$ cat src/rtl/coin_pkg.sv
`default_nettype none
// ============================================================================
// Module   : coin_pkg
// Purpose  : Shared coin types, coin values, FSM states and datapath widths.
// Revision : 1.0 - initial release
// ============================================================================
package coin_pkg;

    localparam int CNT_W   = 4;
    localparam int CENTS_W = 10;

    localparam logic [CENTS_W-1:0] VAL_Q = 10'd25;
    localparam logic [CENTS_W-1:0] VAL_D = 10'd10;
    localparam logic [CENTS_W-1:0] VAL_N = 10'd5;

    typedef enum logic [1:0] {
        COIN_Q = 2'd0,
        COIN_D = 2'd1,
        COIN_N = 2'd2
    } coin_e;

    typedef enum logic [2:0] {
        S_IDLE   = 3'd0,
        S_SELECT = 3'd1,
        S_PULSE  = 3'd2,
        S_GAP    = 3'd3,
        S_DONE   = 3'd4
    } state_e;

    function automatic logic [CENTS_W-1:0] coin_value(input coin_e t);
        logic [CENTS_W-1:0] v;
        case (t)
            COIN_Q:  v = VAL_Q;
            COIN_D:  v = VAL_D;
            COIN_N:  v = VAL_N;
            default: v = '0;
        endcase
        return v;
    endfunction

endpackage
`default_nettype wire

$ cat src/rtl/coin_timer.sv
`default_nettype none
// ============================================================================
// Module   : coin_timer
// Purpose  : Loadable down-counter; tc is high while the count is zero.
// Revision : 1.0 - initial release
// ============================================================================
module coin_timer #(
    parameter int WIDTH = 2
) (
    input  logic             clk,
    input  logic             rst_n,
    input  logic             load,
    input  logic [WIDTH-1:0] load_val,
    output logic             tc
);

    logic [WIDTH-1:0] r_count;

    always_ff @(posedge clk or negedge rst_n) begin
        if (!rst_n) begin
            r_count <= '0;
        end else if (load) begin
            r_count <= load_val;
        end else if (r_count != '0) begin
            r_count <= r_count - 1'b1;
        end
    end

    assign tc = (r_count == '0);

endmodule
`default_nettype wire

$ cat src/rtl/coin_dispenser.sv
`default_nettype none
// ============================================================================
// Module   : coin_dispenser
// Purpose  : Sequences quarter/dime/nickel eject pulses with fixed gaps and
//            tracks the dispensed value. COIN_DISPENSER_ABORT_EN adds abort.
// Revision : 1.0 - initial release
// ============================================================================
module coin_dispenser #(
    parameter int PULSE_W    = 2,
    parameter int GAP_CYCLES = 4
) (
    input  logic       clk,
    input  logic       rst_n,
    input  logic       start,
`ifdef COIN_DISPENSER_ABORT_EN
    input  logic       abort,
`endif
    input  logic [3:0] quarter,
    input  logic [3:0] dime,
    input  logic [3:0] nickel,
    output logic       eject_quarter,
    output logic       eject_dime,
    output logic       eject_nickel,
    output logic       busy,
    output logic       done,
    output logic [9:0] dispensed_cents
);

    import coin_pkg::*;

    localparam int TMR_MAX = (PULSE_W > GAP_CYCLES) ? PULSE_W : GAP_CYCLES;
    localparam int TMR_W   = (TMR_MAX > 1) ? $clog2(TMR_MAX) : 1;
    localparam logic [TMR_W-1:0] PULSE_LOAD = TMR_W'(PULSE_W - 1);
    localparam logic [TMR_W-1:0] GAP_LOAD   = TMR_W'(GAP_CYCLES - 1);

    state_e             r_state, w_nxt_state;
    coin_e              r_type, w_nxt_type, w_sel_type;
    logic [CNT_W-1:0]   r_q, r_d, r_n, w_nxt_q, w_nxt_d, w_nxt_n;
    logic [CENTS_W-1:0] w_nxt_cents;
    logic               w_sel_any;
    logic               r_abort_pend, w_nxt_abort_pend;
    logic               w_abort;
    logic               w_tmr_load, w_tmr_tc;
    logic [TMR_W-1:0]   w_tmr_val;

`ifdef COIN_DISPENSER_ABORT_EN
    assign w_abort = abort;
`else
    assign w_abort = 1'b0;
`endif

    coin_timer #(.WIDTH(TMR_W)) u_timer (
        .clk      (clk),
        .rst_n    (rst_n),
        .load     (w_tmr_load),
        .load_val (w_tmr_val),
        .tc       (w_tmr_tc)
    );

    // Priority selection of the next coin from the remaining counts.
    always_comb begin
        w_sel_any  = 1'b1;
        w_sel_type = COIN_Q;
        if (r_q != '0) begin
            w_sel_type = COIN_Q;
        end else if (r_d != '0) begin
            w_sel_type = COIN_D;
        end else if (r_n != '0) begin
            w_sel_type = COIN_N;
        end else begin
            w_sel_any = 1'b0;
        end
    end

    always_comb begin
        w_nxt_state      = r_state;
        w_nxt_type       = r_type;
        w_nxt_q          = r_q;
        w_nxt_d          = r_d;
        w_nxt_n          = r_n;
        w_nxt_cents      = dispensed_cents;
        w_nxt_abort_pend = r_abort_pend;
        w_tmr_load       = 1'b0;
        w_tmr_val        = '0;
        case (r_state)
            S_IDLE: begin
                if (start) begin
                    w_nxt_q     = quarter;
                    w_nxt_d     = dime;
                    w_nxt_n     = nickel;
                    w_nxt_cents = '0;
                    w_nxt_state = S_SELECT;
                end
            end
            S_SELECT, S_GAP: begin
                // The final gap cycle makes the selection itself so the
                // coin-to-coin period is exactly PULSE_W + GAP_CYCLES.
                if (w_abort) begin
                    w_nxt_state = S_DONE;
                end else if (r_state == S_SELECT || w_tmr_tc) begin
                    if (w_sel_any) begin
                        w_nxt_state = S_PULSE;
                        w_nxt_type  = w_sel_type;
                        w_tmr_load  = 1'b1;
                        w_tmr_val   = PULSE_LOAD;
                    end else begin
                        w_nxt_state = S_DONE;
                    end
                end
            end
            S_PULSE: begin
                if (w_abort) begin
                    w_nxt_abort_pend = 1'b1;
                end
                if (w_tmr_tc) begin
                    case (r_type)
                        COIN_Q:  w_nxt_q = r_q - 4'd1;
                        COIN_D:  w_nxt_d = r_d - 4'd1;
                        default: w_nxt_n = r_n - 4'd1;
                    endcase
                    w_nxt_cents      = dispensed_cents + coin_value(r_type);
                    w_nxt_abort_pend = 1'b0;
                    if (r_abort_pend || w_abort) begin
                        w_nxt_state = S_DONE;
                    end else begin
                        w_nxt_state = S_GAP;
                        w_tmr_load  = 1'b1;
                        w_tmr_val   = GAP_LOAD;
                    end
                end
            end
            S_DONE: begin
                w_nxt_state = S_IDLE;
            end
            default: begin
                w_nxt_state = S_IDLE;
            end
        endcase
    end

    always_ff @(posedge clk or negedge rst_n) begin
        if (!rst_n) begin
            r_state         <= S_IDLE;
            r_type          <= COIN_Q;
            r_q             <= '0;
            r_d             <= '0;
            r_n             <= '0;
            r_abort_pend    <= 1'b0;
            eject_quarter   <= 1'b0;
            eject_dime      <= 1'b0;
            eject_nickel    <= 1'b0;
            busy            <= 1'b0;
            done            <= 1'b0;
            dispensed_cents <= '0;
        end else begin
            r_state         <= w_nxt_state;
            r_type          <= w_nxt_type;
            r_q             <= w_nxt_q;
            r_d             <= w_nxt_d;
            r_n             <= w_nxt_n;
            r_abort_pend    <= w_nxt_abort_pend;
            eject_quarter   <= (w_nxt_state == S_PULSE) && (w_nxt_type == COIN_Q);
            eject_dime      <= (w_nxt_state == S_PULSE) && (w_nxt_type == COIN_D);
            eject_nickel    <= (w_nxt_state == S_PULSE) && (w_nxt_type == COIN_N);
            busy            <= (w_nxt_state != S_IDLE);
            done            <= (w_nxt_state == S_DONE);
            dispensed_cents <= w_nxt_cents;
        end
    end

endmodule
`default_nettype wire

$ cat config.mk
export PLATFORM = sky130hd
export DESIGN_NAME = coin_dispenser
export DESIGN_NICKNAME = d
export VERILOG_FILES = /design/src/rtl/coin_pkg.sv /design/src/rtl/coin_timer.sv /design/src/rtl/coin_dispenser.sv
export SDC_FILE = /design/constraint.sdc
export NUM_CORES = 1
export LEC_CHECK = 0
export BUFFER_PORTS_ARGS = -buffer_cell sky130_fd_sc_hd__buf_2
export CAP_MARGIN = 20
export CORE_MARGIN = 2
export CORE_UTILIZATION = 60
export DETAILED_ROUTE_END_ITERATION = 8
export GPL_ROUTABILITY_DRIVEN = 1
export GPL_TIMING_DRIVEN = 0
export PLACE_DENSITY_LB_ADDON = 0.3
export SYNTH_ARGS = -nofsm -noshare
export SYNTH_HDL_FRONTEND = slang
export SYNTH_SLANG_ARGS = --single-unit
$ cat constraint.sdc
create_clock -name clk -period 4.7 [get_ports clk]
set_input_delay 0 -clock clk [delete_from_list [all_inputs] [get_ports clk]]
set_output_delay 0 -clock clk [all_outputs]
set_load 0.01 [all_outputs]
* After elaboration in Yosys (flattened, before gate mapping) *
Cells that the tools add are included.

word-level totals
  flip-flop bits (word level) = 34
  output and inout bits = 15
  logic and storage cells = 94

operators by class
  $add $sub $neg = 5
  eq/ne operators = 14
  mux-type cells = 42
  reduce and logical (&&, ||, !) cells = 21

operator list
  cell                 number
  $mux 10              4
  $mux 4               9
  $pmux 4 s2           3
  $pmux 10 s2          1
  $mux 2               9
  $pmux 5 s3           1
  $mux 3               4
  $reduce_and 4->1     3
  $reduce_bool 4->1    3
  $sub 4x1->4 const B  3
  $add 10x10->10       1
  $eq 3x2->1 const B   3
  $pmux 3 s3           1
  $mux 1               8
  $logic_not 2->1      3
  $ne 2x2->1 const B   3
  $reduce_bool 2->1    3
  $eq 2x1->1 const B   2
  $eq 2x2->1 const B   2
  $ne 2x1->1 const B   2
  $pmux 2 s2           1
  $reduce_or 2->1      2
  $eq 3x1->1 const B   1
  $eq 3x3->1 const B   1
  other kinds (7)      9

* Logic depth before layout (Yosys ltp) *
Gate-level depths: netlist (run 1).

  word-level depth = 9
  gate-level depth with buffers = 9
  mapped depth without buffers = 9

* Hierarchy *
Synthesis (run 1) repeated with hierarchy kept, for this count alone.

second synthesis, totals
  cells, all modules = 222
  area total of the unflattened synthesis = 2,054.5 um^2

by module, submodules not included
  module          instances  cells each  area each (um^2)  sequential area each (um^2)
  coin_dispenser  1          210         1,940.6           800.8
  coin_timer      1          12          113.9             50.0

* Worst setup path before layout (run 1) *
OpenSTA, ideal clock, no wires.

  path kind = reg2reg
  start point = reg r_type[1]
  end point = reg dispensed_cents[7]
  data arrival time = 1.640 ns
  required time = 4.560 ns
  path slack = 2.920 ns
  stages on the path, launching flop included = 10
  buffers on the path = 0
  clock period less this slack = 1.780 ns
  cells stage by stage = dfrtp_1 -> inv_1 -> nand2_1 -> inv_1 -> ha_1 -> a21o_1 -> o21ai_0 -> a211oi_1 -> xnor2_1 -> nor2_1

on the way
  word-level cells in the longest chain between the ends = 7
  elaborated cells between the ends (all ways) = 9

RTL lines
  element                             line                   source
  from (decl)                         coin_dispenser.sv:37   coin_e r_type, w_nxt_type, w_sel_type;
  from (signal assigned)              coin_dispenser.sv:157  r_type <= w_nxt_type;
  $eq 2x2->1 (tied with other cells)  coin_pkg.sv:32         case (t)
  $pmux 5 s3 (*)                      coin_pkg.sv:32
  $mux 10 (*)                         coin_dispenser.sv:115  if (w_tmr_tc) begin
  $mux 10 (*)                         coin_dispenser.sv:85   case (r_state)
  $add 10x10->10 (*)                  coin_dispenser.sv:121  w_nxt_cents = dispensed_cents + coin_value(r_type);
  $mux 10 (*)                         coin_dispenser.sv:115
  $pmux 10 s2 (*)                     coin_dispenser.sv:85
  to (signal assigned)                coin_dispenser.sv:167  dispensed_cents <= w_nxt_cents;
  to (decl)                           coin_dispenser.sv:26   output logic [9:0] dispensed_cents

Mark *: on every way between the ends. The rest lies on a longest branch, timed or not. The select of a mux whose other input is x is not followed.
A chain may end at the register's enable or synchronous reset.

* Worst setup path in the final report (run 1) *
  start point = reg r_type[1]
  end point = reg dispensed_cents[9]

Same word-level chain as after synthesis.

==> Implementation_results.wiki, run 1 <==
{| class="wikitable"
! Metric !! Value
|-
| Row Count || 20
|-
| Number of optimization iterations in the first detailed-route pass || 4
|-
| Wire length of the first global-routing pass || approximately 7 mm
|-
| Max-Cap Viols || 0
|-
| Number of top-level pins || 30
|-
| Non-Filler Instances || between 300 and 400
|-
| Synth Flop Type || sky130_fd_sc_hd__dfrtp_1
|-
| Average detailed-routed wire length per instance || about 13 um
|-
| Clk_skew || approximately 0.0070 ns
|-
| Launching instance or port of the critical path || r_type[1]$_DFF_PN0_
|-
| Startpoint of the lowest-slack register-to-register path || r_type[1]$_DFF_PN0_
|-
| Worst-margin pin slew || 0.729 ns
|-
| List of most frequent post-synthesis cells || sky130_fd_sc_hd__dfrtp_1, sky130_fd_sc_hd__nor2_1, sky130_fd_sc_hd__o21ai_0, sky130_fd_sc_hd__nand2_1, sky130_fd_sc_hd__inv_1
|-
| Pin count of the biggest net entering global routing || 35
|-
| Main area contributors after synthesis || sky130_fd_sc_hd__dfrtp_1, sky130_fd_sc_hd__ha_1, sky130_fd_sc_hd__o21ai_0
|-
| Number of buffers created by CTS || 5
|-
| Post-synthesis average cell area || ~9 sq um
|-
| Fin nets || 296
|-
| Ordered cell list for the critical path || inv_1 -> nand2_1 -> inv_1 -> ha_1 -> a21o_1 -> o21ai_0 -> a211oi_1 -> xnor2_1 -> nor2_1
|-
| Endpoint arrival time on the critical path || between 2 and 2.5 ns
|-
| Min Tclk post-route || 2.07 ns
|-
| Sink count of the clock tree || 34
|-
| Final hold violation count || 0
|-
| Worst vdd ir || approximately 0.00040 V
|-
| Sequential element share of the synthesized area || 43.8%
|-
| Layout overhead on the synthesized area || 20.6%
|-
| End of the worst register-to-register path || dispensed_cents[9]$_DFFE_PN0P_
|-
| Vias per Instance || approximately 5.4
|-
| Fraction of final layout cells with drive strength greater than 1 || between 10% and 20%
|-
| Post-Synthesis Cells || approximately 220
|-
| Sort of element at the start of the critical path || flip-flop
|-
| Post-place setup slack || around 2.6 ns
|-
| Count of warnings emitted by yosys || 0
|-
| Min-delay worst type || input port to async pin
|-
| Total instance count after detailed placement || about 290
|-
| Top-area cell type share of the netlist area || about 44%
|-
| Outcome || finished clean
|-
| Worst setup margin || about 2.6 ns
|-
| Area enclosed by the die boundary || around 3700 sq um
|-
| Max Freq || 483 MHz
|-
| Final setup violation count || 0
|-
| Cell with the biggest individual delay on the critical path || sky130_fd_sc_hd__dfrtp_1
|-
| Final weighted congestion of routability-driven global placement || slightly above 0.8
|-
| Buffers added on ports || 29
|-
| Leakage power summed over all cells || approximately 1.1 nW
|-
| Cell mode on critical path || sky130_fd_sc_hd__inv_1
|-
| Largest incremental delay on the critical path || 0.44 ns
|-
| Endpoint kind of the worst setup timing path || flip-flop
|-
| Data required time at the worst endpoint || about 4.9 ns
|-
| Utilization of the core after routing || between 70% and 80%
|-
| Post-Route WL || about 4.1 mm
|-
| Max-slew violation count || 0
|-
| Critical setup path kind || flip-flop to flip-flop
|-
| Total via count after detailed routing || approximately 1700
|-
| Synthesized net count || ~250
|-
| Floorplan die height || a little over 60 um
|-
| Starting DRT DRC Count || 124
|-
| Worst slack on hold paths || approximately 0.25 ns
|-
| Post-synthesis cell type with the largest combined area || sky130_fd_sc_hd__dfrtp_1
|-
| FF-to-FF setup slack || ~2.6 ns
|-
| Largest driver fanout on the critical path || 4
|-
| Detailed Place HPWL || 2.88 mm
|-
| Clock insertion delay at the later pin of the skew report || approximately 0.34 ns
|-
| Vias in the first global route || ~1600
|-
| Total Negative Setup Slacks || 0 ns
|-
| GRT Util Overall || 25.5%
|-
| Yosys reg bits || 34
|-
| Post-cts gate resize count || 0
|-
| Family of cells with the greatest summed delay on the critical path || compound AO/OA/AOI/OAI gates
|-
| H-tree depth reported by CTS || 2
|-
| Post-route cell area || 2340 sq um
|-
| Number of unique standard cell types used by synthesis || 42
|-
| DRC violation count after routing || 0
|-
| Total standard cell area after synthesis || roughly 1900 sq um
|-
| Core Footprint || 3080 sq um
|-
| Register-to-Register Path Depth || 9
|-
| Diode count || 0
|-
| Gr ovfl total || 0
|-
| Async set or reset register ratio after synthesis || between 90% and 100%
|-
| Root buffer cell || sky130_fd_sc_hd__clkbuf_4
|-
| Antenna-violating nets left || 0
|-
| Clock tree from TritonCTS || yes
|-
| Power Dens Cells || approximately 600 nW/um^2
|-
| CTS max path bufs || 2
|-
| Number of antenna violations at the first check in global routing || 0
|-
| End point of the critical path || dispensed_cents[9]$_DFFE_PN0P_
|-
| Design Power || between 1 and 1.5 mW
|-
| Die X-Extent || approximately 61 um
|-
| Buf+Inv Stages, Crit Path || 2
|-
| Instance count on the critical path || 9
|-
| Clk slew on worst S/H paths || 0.10 ns
|-
| Area after detailed placement || about 2100 sq um
|-
| Most instantiated library cell after synthesis || sky130_fd_sc_hd__dfrtp_1
|-
| Worst-case headroom to the max-slew limit || between 50% and 60%
|-
| Count of flip-flops with a built-in enable after synthesis || 0
|-
| Initial core utilization || 63.2%
|-
| Setup repair after global routing missed its margin || false
|-
| Share of the cycle needed by the critical path after routing || 44.0%
|}
-- sequential cells by signal (all words and copies together) (netlist names), 2 cells and up --
| register | flops |
|---|---|
| dispensed_cents | 10 |
| r_d | 4 |
| r_n | 4 |
| r_q | 4 |
| r_state | 3 |
| r_type | 2 |
| u_timer.r_count | 2 |
-- routing by layer --
metal / vias to the layer above / global-route usage (%) / wire [um]
met4: 0 / 9.32 / 80
met2: 34 / 40.6 / 1950
met5: - / 0 / 0
met1: 801 / 35.1 / 1950
met3: 9 / 4.69 / 145
li1: 867 / - / -
-- cell families after synthesis --
logic type | count (synthesis) | synth area share, %
and+or+nand+nor | 88 | 22.7
xor gates and xnor gates | 5 | 2.25
buffers and inverters | 23 | 4.76
adders and majority gates | 12 | 8.11
AOI/OAI and AO/OA | 56 | 17.9
DFF | 34 | 43.8
muxes | 1 | 0.579
-- worst min path at each step --
stage / from / end / depth (start not counted)
after floorplan: rst_n / busy$_DFF_PN0_ / 0
after global placement: rst_n / eject_nickel$_DFF_PN0_ / 1
after detailed placement: rst_n / r_state[2]$_DFF_PN0_ / 1
after CTS: rst_n / r_type[0]$_DFF_PN0_ / 2
after global routing: rst_n / r_state[2]$_DFF_PN0_ / 2
final: rst_n / r_n[1]$_DFFE_PN0P_ / 2
-- placed cells by master, fill, tap and decap left out, types with 2 or more instances in the layout --
master	synthesis	final
sky130_fd_sc_hd__a211oi_1	5	5
sky130_fd_sc_hd__nor3b_1	5	5
sky130_fd_sc_hd__o2111ai_1	2	2
sky130_fd_sc_hd__or3b_2	2	2
sky130_fd_sc_hd__clkbuf_4	0	5
sky130_fd_sc_hd__dlygate4sd3_1	0	14
sky130_fd_sc_hd__and3_1	2	2
sky130_fd_sc_hd__nand3b_1	2	2
sky130_fd_sc_hd__ha_1	11	11
sky130_fd_sc_hd__dfrtp_1	34	34
sky130_fd_sc_hd__nor3_1	8	8
sky130_fd_sc_hd__xor2_1	3	3
sky130_fd_sc_hd__o21a_1	2	2
sky130_fd_sc_hd__nand2_1	23	23
sky130_fd_sc_hd__xnor2_1	2	2
sky130_fd_sc_hd__inv_1	16	16
sky130_fd_sc_hd__nand3_1	12	12
sky130_fd_sc_hd__a2bb2oi_1	2	2
sky130_fd_sc_hd__o21ai_0	25	25
sky130_fd_sc_hd__clkbuf_1	2	3
sky130_fd_sc_hd__a21oi_1	7	7
sky130_fd_sc_hd__buf_2	4	33
sky130_fd_sc_hd__nor2_1	26	26
sky130_fd_sc_hd__a31oi_1	3	3
sky130_fd_sc_hd__a21o_1	2	2
-- power breakdown --
part,internal [mW],total (mW),switching [mW]
clock,0.0724,0.167,0.0949
combinational,0.304,0.730,0.426
sequential,0.402,0.496,0.0942
-- timing repair --
action	CTS	global route
buffers inserted	0	0
hold buffers	14	0
hold endpoints to repair	47	0
-- final cells by class --
cell class,instances,area [sq um]
timing repair buffer,43,285
multi-input combinational,162,1000
sequential,34,851
tap,44,55.1
clock buffer,7,55.1
buffer,7,32.5
inverter,16,60.1
clock inverter,1,5.00
fill,238,733
Power figures use the tool's default switching activity.
==> run 2: changes to the inputs <==
--- a/config.mk
+++ b/config.mk
@@ -8,7 +8,7 @@
 export BUFFER_PORTS_ARGS = -buffer_cell sky130_fd_sc_hd__buf_2
 export CAP_MARGIN = 20
 export CORE_MARGIN = 2
-export CORE_UTILIZATION = 60
+export CORE_UTILIZATION = 51
 export DETAILED_ROUTE_END_ITERATION = 8
 export GPL_ROUTABILITY_DRIVEN = 1
 export GPL_TIMING_DRIVEN = 0
==> constraint.sdc (replaced) <==
create_clock -name clk -period 1.9 [get_ports clk]
set_input_delay 0 -clock clk [delete_from_list [all_inputs] [get_ports clk]]
set_output_delay 0 -clock clk [all_outputs]
set_load 0.01 [all_outputs]
==> Implementation_results.wiki, run 2 (same netlist as run 1, synthesis figures left out) <==
{| class="wikitable"
! Metric !! Value
|-
| Launching instance or port of the critical path || r_type[0]$_DFF_PN0_
|-
| Area enclosed by the die boundary || 4320 sq um (+16%)
|-
| Number of antenna violations at the first check in global routing || 0 (unchanged)
|-
| Diode count || 0 (unchanged)
|-
| Commonest non-fill, non-tap cells in the layout || sky130_fd_sc_hd__dfrtp_1, sky130_fd_sc_hd__buf_2, sky130_fd_sc_hd__nor2_1
|-
| Sort of element at the start of the critical path || flip-flop
|-
| Data required time at the worst endpoint || 2.07 ns (-2.83 ns)
|-
| Endpoint arrival time on the critical path || 2.07 ns (-0.20 ns)
|-
| Beginning of the worst hold path || dime[3]
|-
| Total via count after detailed routing || 1735 (+1.4%)
|-
| Share of power burned in registers || 31.3% (-4.3 points)
|-
| Root buffer cell || sky130_fd_sc_hd__clkbuf_8
|-
| Number of top-level pins || 30 (unchanged)
|-
| Initial core utilization || 53.1% (-10 points)
|-
| Power Dens Cells || 1600 nW/um^2 (+170%)
|-
| Power share of the combinational group || 54.7% (+2.3 points)
|-
| Filler cell count in the final layout || 325 (+37%)
|-
| Wire length of the first global-routing pass || 6.82 mm (-1.8%)
|-
| Critical setup path kind || flip-flop to flip-flop
|-
| Post-Route WL || 4.31 mm (+4.7%)
|-
| Worst slack on hold paths || -0.00260 ns (-0.250 ns)
|-
| Most common cell after layout, fill and taps aside || sky130_fd_sc_hd__dfrtp_1
|-
| Clk slew on worst S/H paths || 0.06 ns (-0.04 ns)
|-
| End of the worst register-to-register path || dispensed_cents[8]$_DFFE_PN0P_
|-
| Sink count of the clock tree || 34 (unchanged)
|-
| Antenna-violating nets left || 0 (unchanged)
|-
| Layout overhead on the synthesized area || 24.4%
|-
| Fin nets || 296 (unchanged)
|-
| Net switching power of the design || 1.68 mW (+170%)
|-
| Clk_skew || 0.0104 ns (+0.00347 ns)
|-
| Leakage power summed over all cells || 1.15 nW (+2.6%)
|-
| Vias in the first global route || 1534 (-2.5%)
|-
| DRC violation count after routing || 0 (unchanged)
|-
| Buffers added on ports || 29 (unchanged)
|-
| Max Freq || 528 MHz (+9.2%)
|-
| Share of the cycle needed by the critical path after routing || 99.7% (+56 points)
|-
| Register-to-Register Path Depth || 9 (unchanged)
|-
| Worst-case headroom to the max-slew limit || 50.0% (-1.4 points)
|-
| Part of the total power dissipated in the clock network || 14.0% (+2.0 points)
|-
| Clock tree from TritonCTS || yes
|-
| Detailed Place HPWL || 2.92 mm (+1.4%)
|-
| Min-delay worst type || input port to flip-flop
|-
| Core Footprint || 3660 sq um (+19%)
|-
| Vias per Instance || 5.46 (+0.13%)
|-
| Total instance count after detailed placement || 296 (+1.4%)
|-
| Final hold violation count || 1 (+1)
|-
| Clock insertion delay at the later pin of the skew report || 0.29 ns (-0.05 ns)
|-
| Min Tclk post-route || 1.90 ns (-0.174 ns)
|-
| Setup repair after global routing missed its margin || true
|-
| Endpoint kind of the worst setup timing path || flip-flop
|-
| FF-to-FF setup slack || 0.005 ns (-2.63 ns)
|-
| Pin count of the biggest net entering global routing || 35 (unchanged)
|-
| CTS max path bufs || 2 (unchanged)
|-
| Final weighted congestion of routability-driven global placement || 0.816 (about the same)
|-
| End point of the critical path || dispensed_cents[8]$_DFFE_PN0P_
|-
| H-tree depth reported by CTS || 2 (unchanged)
|-
| Startpoint of the lowest-slack register-to-register path || r_type[0]$_DFF_PN0_
|-
| Starting DRT DRC Count || 94 (-24%)
|-
| Design Power || 3.88 mW (+180%)
|-
| Non-Filler Instances || 318 (+1.3%)
|-
| Switching fraction of total power || 43.4% (-0.72 points)
|-
| Outcome || complete, but fails checks
|-
| Internal Pwr Total || 2.20 mW (+180%)
|-
| Max-slew violation count || 0 (unchanged)
|-
| Largest driver fanout on the critical path || 4 (unchanged)
|-
| Fraction of final layout cells with drive strength greater than 1 || 27.0% (+8.9 points)
|-
| Die X-Extent || 65.7 um (+7.9%)
|-
| Average detailed-routed wire length per instance || 13.6 um (+3.4%)
|-
| Utilization of the core after routing || 66.1% (-10 points)
|-
| Number of flip-flops under the largest register name || 10 (unchanged)
|-
| Final setup violation count || 0 (unchanged)
|-
| Number of buffers created by CTS || 5 (unchanged)
|-
| Max-Cap Viols || 0 (unchanged)
|-
| Register with the most flip-flops || dispensed_cents
|-
| Gr ovfl total || 0 (unchanged)
|-
| Worst vdd ir || 0.000895 V (+120%)
|-
| GRT Util Overall || 20.8% (-4.8 points)
|-
| Row Count || 22 (+10%)
|-
| Violated checks || negative hold slack
|-
| Number of optimization iterations in the first detailed-route pass || 4 (unchanged)
|-
| Floorplan die height || 65.7 um (+7.9%)
|-
| Worst-margin pin slew || 0.750 ns (+0.0211 ns)
|}
run 2: area by class of cell:
type | instances | area, sq um | share of cell area, %
clock inverter | 1 | 5.00 | 0.207
buffer | 7 | 37.5 | 1.55
clock buffer | 7 | 86.3 | 3.57
sequential | 34 | 851 | 35.2
timing repair buffer | 43 | 263 | 10.9
multi-input combinational | 162 | 1060 | 43.7
inverter | 16 | 60.1 | 2.48
tap | 48 | 60.1 | 2.48
run 2: how the worst min path moves through the flow:
stage / to / slack [ns] / depth (start not counted)
final: r_d[3]$_DFFE_PN0P_ / -0.003 / 3
after global routing: busy$_DFF_PN0_ / 0.03 / 3
after CTS: r_d[3]$_DFFE_PN0P_ / 0.004 / 3
after detailed placement: dispensed_cents[9]$_DFFE_PN0P_ / 0.11 / 1
after global placement: dispensed_cents[9]$_DFFE_PN0P_ / 0.11 / 1
after floorplan: busy$_DFF_PN0_ / -0.30 / 0
run 2: layer usage:
metal	vias to the layer above	wire length [um]	GRT usage (%)
li1	867	-	-
met1	805	2040	28.3
met2	50	1980	32.7
met3	13	191	4.79
met4	0	108	6.51
met5	-	0	0
run 2: power by group through the flow:
stage | Sequential, mW | Combinational [mW] | Clock (mW)
2_1_floorplan | 1.23 | 1.32 | 0
3_3_place_gp | 1.22 | 1.74 | 0
3_5_place_dp | 1.23 | 1.80 | 0
4_1_cts | 1.21 | 1.89 | 0.557
5_1_grt | 1.25 | 2.37 | 0.589
6_report | 1.22 | 2.12 | 0.544
run 2: stage by stage:
| step | cell area [sq um] | TNS, ns | worst slack (ns) |
|---|---|---|---|
| floorplan | 1940 | 0 | 0.120 |
| global placement | 2150 | -0.931 | -0.235 |
| detailed placement | 2150 | -1.08 | -0.252 |
| CTS | 2340 | 0 | 0.00303 |
| global route | 2420 | -0.258 | -0.116 |
| finish | 2420 | 0 | 0.00479 |
run 2: what timing repair did:
item / CTS / global route
gates cloned: 0 / 0
hold endpoints to repair: 38 / 0
resized for setup: 6 / 15
buffers inserted: 5 / 4
hold buffers: 5 / 0
setup endpoints to repair: 14 / 20
pin swaps: 2 / 4
run 2: critical path, stage by stage, from the launching register on:
cell and delay, ns:
sky130_fd_sc_hd__dfrtp_1 0.41, sky130_fd_sc_hd__inv_1 0.07, sky130_fd_sc_hd__ha_2 0.18, sky130_fd_sc_hd__inv_2 0.04
sky130_fd_sc_hd__fa_2 0.36, sky130_fd_sc_hd__nor2b_2 0.15, sky130_fd_sc_hd__o31a_1 0.20, sky130_fd_sc_hd__o2111ai_2 0.13
sky130_fd_sc_hd__xor2_1 0.18, sky130_fd_sc_hd__nor2_1 0.05
